[config.mk]
export PLATFORM = sky130hd
export DESIGN_NAME = multi_button_shaper
export DESIGN_NICKNAME = d
export VERILOG_FILES = /design/src/rtl/button_pkg.sv /design/src/rtl/button_channel.sv /design/src/rtl/multi_button_shaper.sv
export SDC_FILE = /design/constraint.sdc
export NUM_CORES = 1
export LEC_CHECK = 0
export BUFFER_PORTS_ARGS = -buffer_cell sky130_fd_sc_hd__buf_2
export CAP_MARGIN = 10
export CELL_PAD_IN_SITES_DETAIL_PLACEMENT = 0
export CELL_PAD_IN_SITES_GLOBAL_PLACEMENT = 1
export CORE_ASPECT_RATIO = 0.9
export CORE_UTILIZATION = 45
export DETAILED_ROUTE_END_ITERATION = 10
export PLACE_DENSITY = 0.72
export SYNTH_ARGS = -nofsm -noshare
export SYNTH_HDL_FRONTEND = slang
export SYNTH_HIERARCHICAL = 1
export SYNTH_SLANG_ARGS = --single-unit
[constraint.sdc]
create_clock -name clk -period 4.89 [get_ports clk]
set_input_delay 1.467 -clock clk [delete_from_list [all_inputs] [get_ports clk]]
set_output_delay 1.467 -clock clk [all_outputs]
set_load 0.01 [all_outputs]
[src/rtl/button_pkg.sv]
// Shared definitions for the push-button conditioner.
//   ch_state_t : per-channel press/repeat state
//   cnt_width  : register width able to hold 0..v without wrapping
package button_pkg;

    typedef enum logic [1:0] {
        IDLE   = 2'd0,
        PULSE  = 2'd1,
        DELAY  = 2'd2,
        REPEAT = 2'd3
    } ch_state_t;

    function automatic int cnt_width(input int v);
        return (v < 1) ? 1 : $clog2(v + 1);
    endfunction

    localparam int DEF_CHANNELS        = 4;
    localparam int DEF_DEBOUNCE_CYCLES = 16;
    localparam int DEF_REPEAT_DELAY    = 25_000_000;
    localparam int DEF_REPEAT_PERIOD   = 5_000_000;

endpackage

[src/rtl/button_channel.sv]
// One push-button channel: 2-flop synchroniser, cycle-count debounce
// filter and press / hold-to-repeat pulse FSM.
// Ports:
//   clk        system clock
//   rst        synchronous reset, active low
//   btn_in     raw asynchronous pin
//   repeat_en  auto-repeat enable (synchronous)
//   pulse_out  one-cycle pulse per press and per repeat
//   held       debounced pressed level (1 = pressed)
//
// state  | meaning
// IDLE   | button released, waiting for a debounced press
// PULSE  | pulse_out high for this single cycle
// DELAY  | held after the press pulse, counting up to the first repeat
// REPEAT | held after a repeat pulse, counting up to the next repeat
module button_channel
    import button_pkg::*;
#(
    parameter int ACTIVE_LOW      = 1,
    parameter int DEBOUNCE_CYCLES = DEF_DEBOUNCE_CYCLES,
    parameter int REPEAT_DELAY    = DEF_REPEAT_DELAY,
    parameter int REPEAT_PERIOD   = DEF_REPEAT_PERIOD
) (
    input  logic clk,
    input  logic rst,
    input  logic btn_in,
    input  logic repeat_en,
    output logic pulse_out,
    output logic held
);

    localparam logic RELEASED = (ACTIVE_LOW != 0);
    localparam int   DW       = cnt_width(DEBOUNCE_CYCLES);
    localparam int   MAX_T    = (REPEAT_DELAY > REPEAT_PERIOD) ? REPEAT_DELAY : REPEAT_PERIOD;
    localparam int   TW       = cnt_width(MAX_T);

    localparam logic [DW-1:0] DB_LAST = DW'(DEBOUNCE_CYCLES - 1);
    localparam logic [TW-1:0] RD_LAST = TW'(REPEAT_DELAY - 1);
    localparam logic [TW-1:0] RP_LAST = TW'(REPEAT_PERIOD - 1);

    logic            sync1;
    logic            sync2;
    logic            level;
    logic [DW-1:0]   db_cnt;
    ch_state_t       state;
    logic [TW-1:0]   timer;
    logic [TW-1:0]   limit;
    logic            rep;

    // Reset loads the released pin level so a reset never looks like a press.
    always_ff @(posedge clk) begin
        if (!rst) begin
            sync1 <= RELEASED;
            sync2 <= RELEASED;
        end else begin
            sync1 <= btn_in;
            sync2 <= sync1;
        end
    end

    // Normalise so that 1 always means pressed.
    assign level = sync2 ^ RELEASED;

    always_ff @(posedge clk) begin
        if (!rst) begin
            db_cnt <= '0;
            held   <= 1'b0;
        end else if (level != held) begin
            if (db_cnt == DB_LAST) begin
                held   <= level;
                db_cnt <= '0;
            end else begin
                db_cnt <= db_cnt + DW'(1);
            end
        end else begin
            db_cnt <= '0;
        end
    end

    assign limit = (state == REPEAT) ? RP_LAST : RD_LAST;

    // Release is tested before the terminal count so it always wins.
    always_ff @(posedge clk) begin
        if (!rst) begin
            state     <= IDLE;
            timer     <= '0;
            rep       <= 1'b0;
            pulse_out <= 1'b0;
        end else begin
            pulse_out <= 1'b0;
            case (state)
                IDLE: begin
                    rep   <= 1'b0;
                    timer <= '0;
                    if (held) begin
                        state     <= PULSE;
                        pulse_out <= 1'b1;
                    end
                end
                PULSE: begin
                    timer <= '0;
                    if (!held)
                        state <= IDLE;
                    else if (rep)
                        state <= REPEAT;
                    else
                        state <= DELAY;
                end
                DELAY, REPEAT: begin
                    if (!held) begin
                        state <= IDLE;
                        timer <= '0;
                    end else if (!repeat_en) begin
                        timer <= '0;
                    end else if (timer == limit) begin
                        state     <= PULSE;
                        pulse_out <= 1'b1;
                        rep       <= 1'b1;
                        timer     <= '0;
                    end else begin
                        timer <= timer + TW'(1);
                    end
                end
                default: begin
                    state <= IDLE;
                    timer <= '0;
                    rep   <= 1'b0;
                end
            endcase
        end
    end

endmodule

[src/rtl/multi_button_shaper.sv]
// N-channel push-button conditioner. Each channel is an independent
// button_channel; this level only fans the vector ports out.
// Ports:
//   clk        system clock
//   rst        synchronous reset, active low
//   btn_in     raw asynchronous button pins, one per channel
//   repeat_en  per-channel auto-repeat enable
//   pulse_out  per-channel one-cycle press/repeat pulse
//   held       per-channel debounced pressed level (1 = pressed)
module multi_button_shaper
    import button_pkg::*;
#(
    parameter int CHANNELS        = DEF_CHANNELS,
    parameter int ACTIVE_LOW      = 1,
    parameter int DEBOUNCE_CYCLES = DEF_DEBOUNCE_CYCLES,
    parameter int REPEAT_DELAY    = DEF_REPEAT_DELAY,
    parameter int REPEAT_PERIOD   = DEF_REPEAT_PERIOD
) (
    input  logic                clk,
    input  logic                rst,
    input  logic [CHANNELS-1:0] btn_in,
    input  logic [CHANNELS-1:0] repeat_en,
    output logic [CHANNELS-1:0] pulse_out,
    output logic [CHANNELS-1:0] held
);

    for (genvar i = 0; i < CHANNELS; i++) begin : g_ch
        button_channel #(
            .ACTIVE_LOW      (ACTIVE_LOW),
            .DEBOUNCE_CYCLES (DEBOUNCE_CYCLES),
            .REPEAT_DELAY    (REPEAT_DELAY),
            .REPEAT_PERIOD   (REPEAT_PERIOD)
        ) u_ch (
            .clk       (clk),
            .rst       (rst),
            .btn_in    (btn_in[i]),
            .repeat_en (repeat_en[i]),
            .pulse_out (pulse_out[i]),
            .held      (held[i])
        );
    end

endmodule

==> summary.md, run 1 <==
| Metric | Value |
|---|---|
| Critical Path, Cell by Cell | `buf_2 > buf_4 > nand4_1 > buf_4 > a211oi_1` |
| Period utilisation layout | `0.537` |
| TNS Setup | `0 ps` |
| Area growth syn-to-layout | `11.7%` |
| Initial antenna violation count | `0` |
| Cell family with most CP delay | `buffers and inverters` |
| Pwr/cell area | `356 nW/um^2` |
| R2R depth | `4` |
| Clock transition at path regs | `60 ps` |
| Unrepaired setup endpoints after global routing | `no` |
| Most frequent CP cell | `buf_4` |
| Max-Cap Viols | `0` |
| IO Pins | `18` |
| Distinct cells, synth | `53` |
| Crit path launch type | `input pin` |
| Hold Violations, Final | `0` |
| Routed wire length | `14600 um` |
| Worst-path fanout max | `25` |
| Vias | `5572` |
| Lkg Pwr | `2.42 nW` |
| Warnings, synthesis | `6` |
| Peak supply drop | `246 uV` |
| Detailed Routing Iterations Pass 1 | `4` |
| Cts hold-fix bufs | `0` |
| HPWL Detailed | `9720 um` |
| Seq/Total Area, Yosys | `0.429` |
| Design Area, Final | `7710 sq um` |
| CTS resizes | `0` |
| Synth top area cells | `dfxtp_1 (43%), a211oi_1 (4.8%), nor3_1 (4.3%)` |
| Post-synth top area cell | `dfxtp_1` |
| Commonest cells post-synth | `dfxtp_1 (148), nor3_1 (59), a211oi_1 (44), nand2_1 (44), nand3_1 (41)` |
| Global-route wire length before repair | `25100 um` |
| Drt initial violations | `322` |
| Skew final | `6.71 ps` |
| Fillcell total | `1393` |
| CP Buf/Inv Count | `3` |
| Syn_nets | `774` |
| Total GRT Usage | `0.196` |
| Number of synthesized flops with an enable pin | `0` |
| H-tree depth | `4` |
| FP Rows | `42` |
| Post-CTS setup buffers | `0` |
| Hold WC Path Type | `reg -> reg` |
| WP depth | `5` |
| Area after DPL | `7030 sq um` |
| Async SR Flop Fraction | `0` |
| Max_slew headroom | `0.296` |
| IO buf count | `17` |
| Core Region | `14900 sq um` |
| WP data required | `5220 ps` |
| CTS buffer count | `17` |
| Clk buf depth | `2` |
| Main synth FF type | `dfxtp_1` |
| CTS tree | `done` |
| Synth top area share | `0.429` |
| Clk root buf | `clkbuf_16` |
| Share of cells above drive strength 1 | `0.0962` |
| Overall Power | `2.74 mW` |
| Post-Syn Area | `6910 sq um` |
| Largest net degree at the start of global routing | `29` |
| Die span in x | `133 um` |
| Vias in the first global route | `5400` |
| Post-DRT Antenna Nets | `0` |
| Overflow after GRT | `0` |
| Die footprint | `15800 sq um` |
| RePlAce Congestion | `0.783` |
| Max Clk Rate | `381 MHz` |
| Count leader, synth | `dfxtp_1` |
| Post-DR wirelength/cell | `15.0 um` |
| Initial core utilization | `0.464` |
| Status | `complete, no violations` |
| Latest clock arrival within the worst-skew pair | `420 ps` |
| Setup violators final | `0` |
| Vias per cell | `5.76` |
| Pins Over Slew Limit | `0` |
| Setup crit end kind | `flop` |
| Final worst path period need | `2630 ps` |
| Critical Path AT | `2950 ps` |
| Die height | `120 um` |
| Mapped Cells | `752` |
| Crit-path slowest cell | `nand4_1` |
| Clock sink count | `148` |
| Slew @ Worst Pin | `1060 ps` |
| Final #Nets | `778` |
| Max stage delay on crit path | `370 ps` |
| DRC Markers | `0` |
| Avg Cell Area, Syn | `9.18 sq um` |
| FF+latch count, synth | `148` |
| Hold Path Stages | `1` |
| Critical path type | `in -> reg` |
| Antenna cell count | `0` |
registers in the layout (all words and copies together), names as in the netlist:
signal	cells
g_ch.u_ch/timer	100
g_ch.u_ch/db_cnt	20
g_ch.u_ch/state	8
g_ch.u_ch/held	4
g_ch.u_ch/pulse_out	4
g_ch.u_ch/rep	4
g_ch.u_ch/sync1	4
g_ch.u_ch/sync2	4
final cells by class:
class	count	area [sq um]	area share
sequential	148	2960	0.384
clock buffer	18	429	0.0556
timing repair buffer	23	130	0.0169
clock inverter	14	256	0.0332
multi-input combinational	537	3580	0.464
tap	198	248	0.0321
inverter	29	109	0.0141
logic make-up (layout without fill, tap and decap cells):
group | after synthesis | count (layout) | synth area share
fa+ha+maj | 12 | 12 | 0.0217
xor+xnor | 60 | 60 | 0.0761
flops | 148 | 148 | 0.429
compound gates | 124 | 124 | 0.136
simple gates | 341 | 341 | 0.284
buf+inv | 67 | 84 | 0.0525
path summary, 6_finish.rpt:
path | endpoint | slack (ps) | startpoint
worst max-delay path | g_ch[3].u_ch/timer[19] | 2260 | rst
worst min-delay path | g_ch[0].u_ch/sync2 | 410 | g_ch[0].u_ch/sync1
worst max register to register | g_ch[2].u_ch/state[1] | 2280 | g_ch[2].u_ch/timer[16]
worst min register to register | g_ch[0].u_ch/sync2 | 410 | g_ch[0].u_ch/sync1
where the power goes:
group | switching, mW | internal [mW]
logic | 0.0100 | 0.00657
clock network | 0.509 | 1.01
registers | 0.00193 | 1.21
total | 0.521 | 2.22
layer usage:
| metal | GRT usage | vias up | share of wire |
|---|---|---|---|
| met5 | 0 | - | 0 |
| met4 | 0.0647 | 0 | 0.010 |
| met3 | 0.0482 | 11 | 0.028 |
| met2 | 0.330 | 61 | 0.47 |
| met1 | 0.245 | 2677 | 0.49 |
| li1 | - | 2823 | - |
metrics by stage:
stage	utilization	setup WS, ps	hold slack, ps	std cells
after floorplan	-	2400	386	752
after global placement	0.473	1900	393	935
after detailed placement	0.473	1810	403	935
after CTS	0.519	2250	420	967
after global routing	0.519	2120	435	967
final	0.519	2260	415	967
worst register-to-register path, stage by stage (launching register included):
cell and delay (ps):
dfxtp_1 380, or4_1 530, nor4_1 390, o2111a_1 970, a31oi_1 190
cells in the final DEF (no fill, tap or decap), drive strengths merged, types with 4 or more instances in the layout:
cell type and n:
nor4 9, nor2 34, o31ai 12, a211oi 44, inv 30, xnor2 32, xor2 28, a32o 4
o2bb2ai 4, and3 20, nand2b 11, bufinv 7, nand3b 4, nand4 32, nand3 41, clkbuf 18
nor3b 7, nand2 45, or4 17, dfxtp 148, and4 15, a31oi 7, o21ai 30, buf 23
ha 12, o211a 4, or3 30, or2 4, nor3 59
Note: power is estimated with default switching activity, not from simulation.
==> run 2: changes to the inputs <==
--- a/config.mk
+++ b/config.mk
@@ -10,9 +10,9 @@
 export CELL_PAD_IN_SITES_DETAIL_PLACEMENT = 0
 export CELL_PAD_IN_SITES_GLOBAL_PLACEMENT = 1
 export CORE_ASPECT_RATIO = 0.9
-export CORE_UTILIZATION = 45
+export CORE_UTILIZATION = 44
 export DETAILED_ROUTE_END_ITERATION = 10
-export PLACE_DENSITY = 0.72
+export PLACE_DENSITY = 0.74
 export SYNTH_ARGS = -nofsm -noshare
 export SYNTH_HDL_FRONTEND = slang
 export SYNTH_HIERARCHICAL = 1
==> constraint.sdc (replaced) <==
create_clock -name clk -period 2.1 [get_ports clk]
set_input_delay 0.63 -clock clk [delete_from_list [all_inputs] [get_ports clk]]
set_output_delay 0.63 -clock clk [all_outputs]
set_load 0.01 [all_outputs]
==> run 2 against run 1 <==
  * Critical path depth did not move
  * Setup slack got worse by 2200 ps
  * Hold slack lost 8.3 ps
  * Die area up 2.2%
  * Global-route usage rose by 0.27 points
  * Sequential share of layout area down 1.1 points
  * Routed wire length is 2.8% higher
  * Sequential power up 130%
  * Clock skew is 2.5 ps higher
==> summary.md, run 2 (synthesized netlist as in run 1, its figures left out) <==
| Metric | Value |
|---|---|
| Max stage delay on crit path | `590 ps (+220 ps)` |
| Overflow after GRT | `0 (unchanged)` |
| Initial core utilization | `0.449 (-0.0156)` |
| Final core utilization | `0.517 (-0.00209)` |
| Clk root buf | `clkbuf_16` |
| Total GRT Usage | `0.199 (+0.00273)` |
| Clk buf depth | `2 (unchanged)` |
| Critical Path AT | `2330 ps (-620 ps)` |
| Reg2Reg Capture Point | `g_ch[1].u_ch/timer[24]` |
| WP data required | `2430 ps (-2790 ps)` |
| Hold Violations, Final | `0 (unchanged)` |
| Skew final | `9.18 ps (+2.47 ps)` |
| Peak supply drop | `559 uV (+130%)` |
| Slew @ Worst Pin | `541 ps (-515 ps)` |
| CTS buffer count | `17 (unchanged)` |
| Die height | `121 um (+1.1%)` |
| Setup crit end kind | `flop` |
| Critical Path, Cell by Cell | `ha_1 > and3_1 > nand4_1 > or4_1 > a211oi_1` |
| Die footprint | `16200 sq um (+2.2%)` |
| Fillcell total | `1467 (+5.3%)` |
| Clock transition at path regs | `60 ps (about the same)` |
| Initial antenna violation count | `0 (unchanged)` |
| Max Clk Rate | `500 MHz` |
| Final worst path period need | `2000 ps` |
| Period utilisation layout | `0.952` |
| Vias | `5717 (+2.6%)` |
| Routed wire length | `15000 um (+2.8%)` |
| IO buf count | `17 (unchanged)` |
| Largest regs | `g_ch.u_ch/timer (100), g_ch.u_ch/db_cnt (20), g_ch.u_ch/state (8)` |
| Share of cells above drive strength 1 | `0.140 (+0.0438)` |
| IO Pins | `18 (unchanged)` |
| Detailed Routing Iterations Pass 1 | `5 (+1)` |
| Crit-path slowest cell | `or4_1` |
| Unrepaired setup endpoints after global routing | `no` |
| Most frequent cells in the layout | `dfxtp_1 (148), nor3_1 (59), nand2_1 (44), a211oi_1 (44), buf_4 (43)` |
| Hold Path Stages | `1 (unchanged)` |
| Vias per cell | `5.67 (-1.7%)` |
| Lkg Pwr | `2.59 nW (+7.2%)` |
| Core Region | `15400 sq um (+3.5%)` |
| Pins Over Slew Limit | `0 (unchanged)` |
| R2R depth | `5 (+1)` |
| Min-Delay Endpoint | `g_ch[0].u_ch/sync2` |
| Post-DRT Antenna Nets | `0 (unchanged)` |
| Post-DR wirelength/cell | `14.8 um (-1.5%)` |
| Global-route wire length before repair | `25900 um (+3.4%)` |
| Crit path launch type | `flop` |
| H-tree depth | `4 (unchanged)` |
| RePlAce Congestion | `0.793 (+1.3%)` |
| Status | `complete, no violations` |
| Final #Nets | `816 (+4.9%)` |
| Die span in x | `134 um (+1.1%)` |
| TNS Setup | `0 ps (unchanged)` |
| HPWL Detailed | `10400 um (+7.5%)` |
| Hold path start | `g_ch[0].u_ch/sync1` |
| Latest clock arrival within the worst-skew pair | `420 ps (about the same)` |
| DRC Markers | `0 (unchanged)` |
| Biggest register | `g_ch.u_ch/timer` |
| R2R Setup Slk | `100 ps (-2180 ps)` |
| Antenna cell count | `0 (unchanged)` |
| Pwr/cell area | `753 nW/um^2 (+110%)` |
| R2r startpoint | `g_ch[1].u_ch/timer[0]` |
| Max-Cap Viols | `0 (unchanged)` |
| Hold WC Path Type | `reg -> reg` |
| Vias in the first global route | `5621 (+4.1%)` |
| Setup violators final | `0 (unchanged)` |
| Max reg flops | `100 (unchanged)` |
| Largest net degree at the start of global routing | `26 (-10%)` |
| FP Rows | `43 (+2.4%)` |
| Clock sink count | `148 (unchanged)` |
| Commonest non-fill, non-tap cell in the layout | `dfxtp_1` |
| Max_slew headroom | `0.636 (+0.340)` |
| Worst-path fanout max | `7 (-72%)` |
| Drt initial violations | `334 (+3.7%)` |
| CTS tree | `done` |
| Area growth syn-to-layout | `15.1%` |
| Critical path type | `reg -> reg` |
run 2: cell count changes in the layout (fill, tap and decap cells not counted):
cell        delta
buf_4         +37
bufinv_16      -4
clkbuf_8       +4
clkinv_2       +3
clkinvlp_4     -2
buf_12         +1
inv_6          -1
nor4_1         -1
nor4_2         +1
run 2: timing repair:
action                                  in CTS  in global routing
hold buffers                                 0                  0
gates resized for setup                      0                  1
endpoints found under the setup margin       0                  3
buffers inserted                             0                  1
run 2: power by group:
part           switching (mW)  internal, mW
Sequential            0.00454          2.82
Combinational          0.0243        0.0175
Clock                    1.14          1.98
Total                    1.17          4.82
run 2: cell type report:
cell class                      count  area [sq um]  share of cell area
Timing Repair Buffer               61           428              0.0538
Inverter                           29           109              0.0137
Multi-Input combinational cell    537          3590               0.451
Sequential cell                   148          2960               0.373
Clock buffer                       22           484              0.0609
Tap cell                          202           253              0.0318
Clock inverter                     10           128              0.0161
run 2: stage by stage:
stage | worst slack, ps | power [mW] | hold slack (ps) | cell area (sq um) | cells
final | 100 | 5.98 | 406 | 7950 | 1009
after global routing | 8.23 | 6.21 | 392 | 7950 | 1009
after CTS | 107 | 6.07 | 387 | 7940 | 1008
after detailed placement | 133 | 2.93 | 396 | 7320 | 976
after global placement | 188 | 2.92 | 392 | 7320 | 976
after floorplan | 159 | 2.90 | 386 | 6910 | 752
run 2: critical path: cells and delay by family (launching register included):
family,cells,cell delay [ps]
AND/OR/NAND/NOR,3,1080
adder cells (fa/ha/maj),1,190
AO/OA/AOI/OAI,1,260
flip-flops,1,390
run 2: per-layer routing:
metal	wire, um	part of all wire	track usage	vias up
met5	0	0	0	-
met4	95	0.0064	0.0737	0
met3	372	0.025	0.0512	8
met2	7060	0.47	0.319	57
met1	7440	0.50	0.256	2747
li1	-	-	-	2905
run 2: worst max path at each step:
stage	endpoint	startpoint	slack, ps	depth (start not counted)
6_report	g_ch[1].u_ch/timer[24]	g_ch[1].u_ch/timer[0]	100	5
3_5_place_dp	g_ch[1].u_ch/state[1]	g_ch[1].u_ch/timer[12]	130	5
5_1_grt	g_ch[1].u_ch/state[1]	g_ch[1].u_ch/timer[12]	8	5
2_1_floorplan	g_ch[3].u_ch/timer[10]	g_ch[3].u_ch/timer[0]	160	7
3_3_place_gp	g_ch[3].u_ch/timer[24]	g_ch[3].u_ch/timer[0]	190	6
4_1_cts	g_ch[3].u_ch/timer[24]	g_ch[3].u_ch/timer[0]	110	6
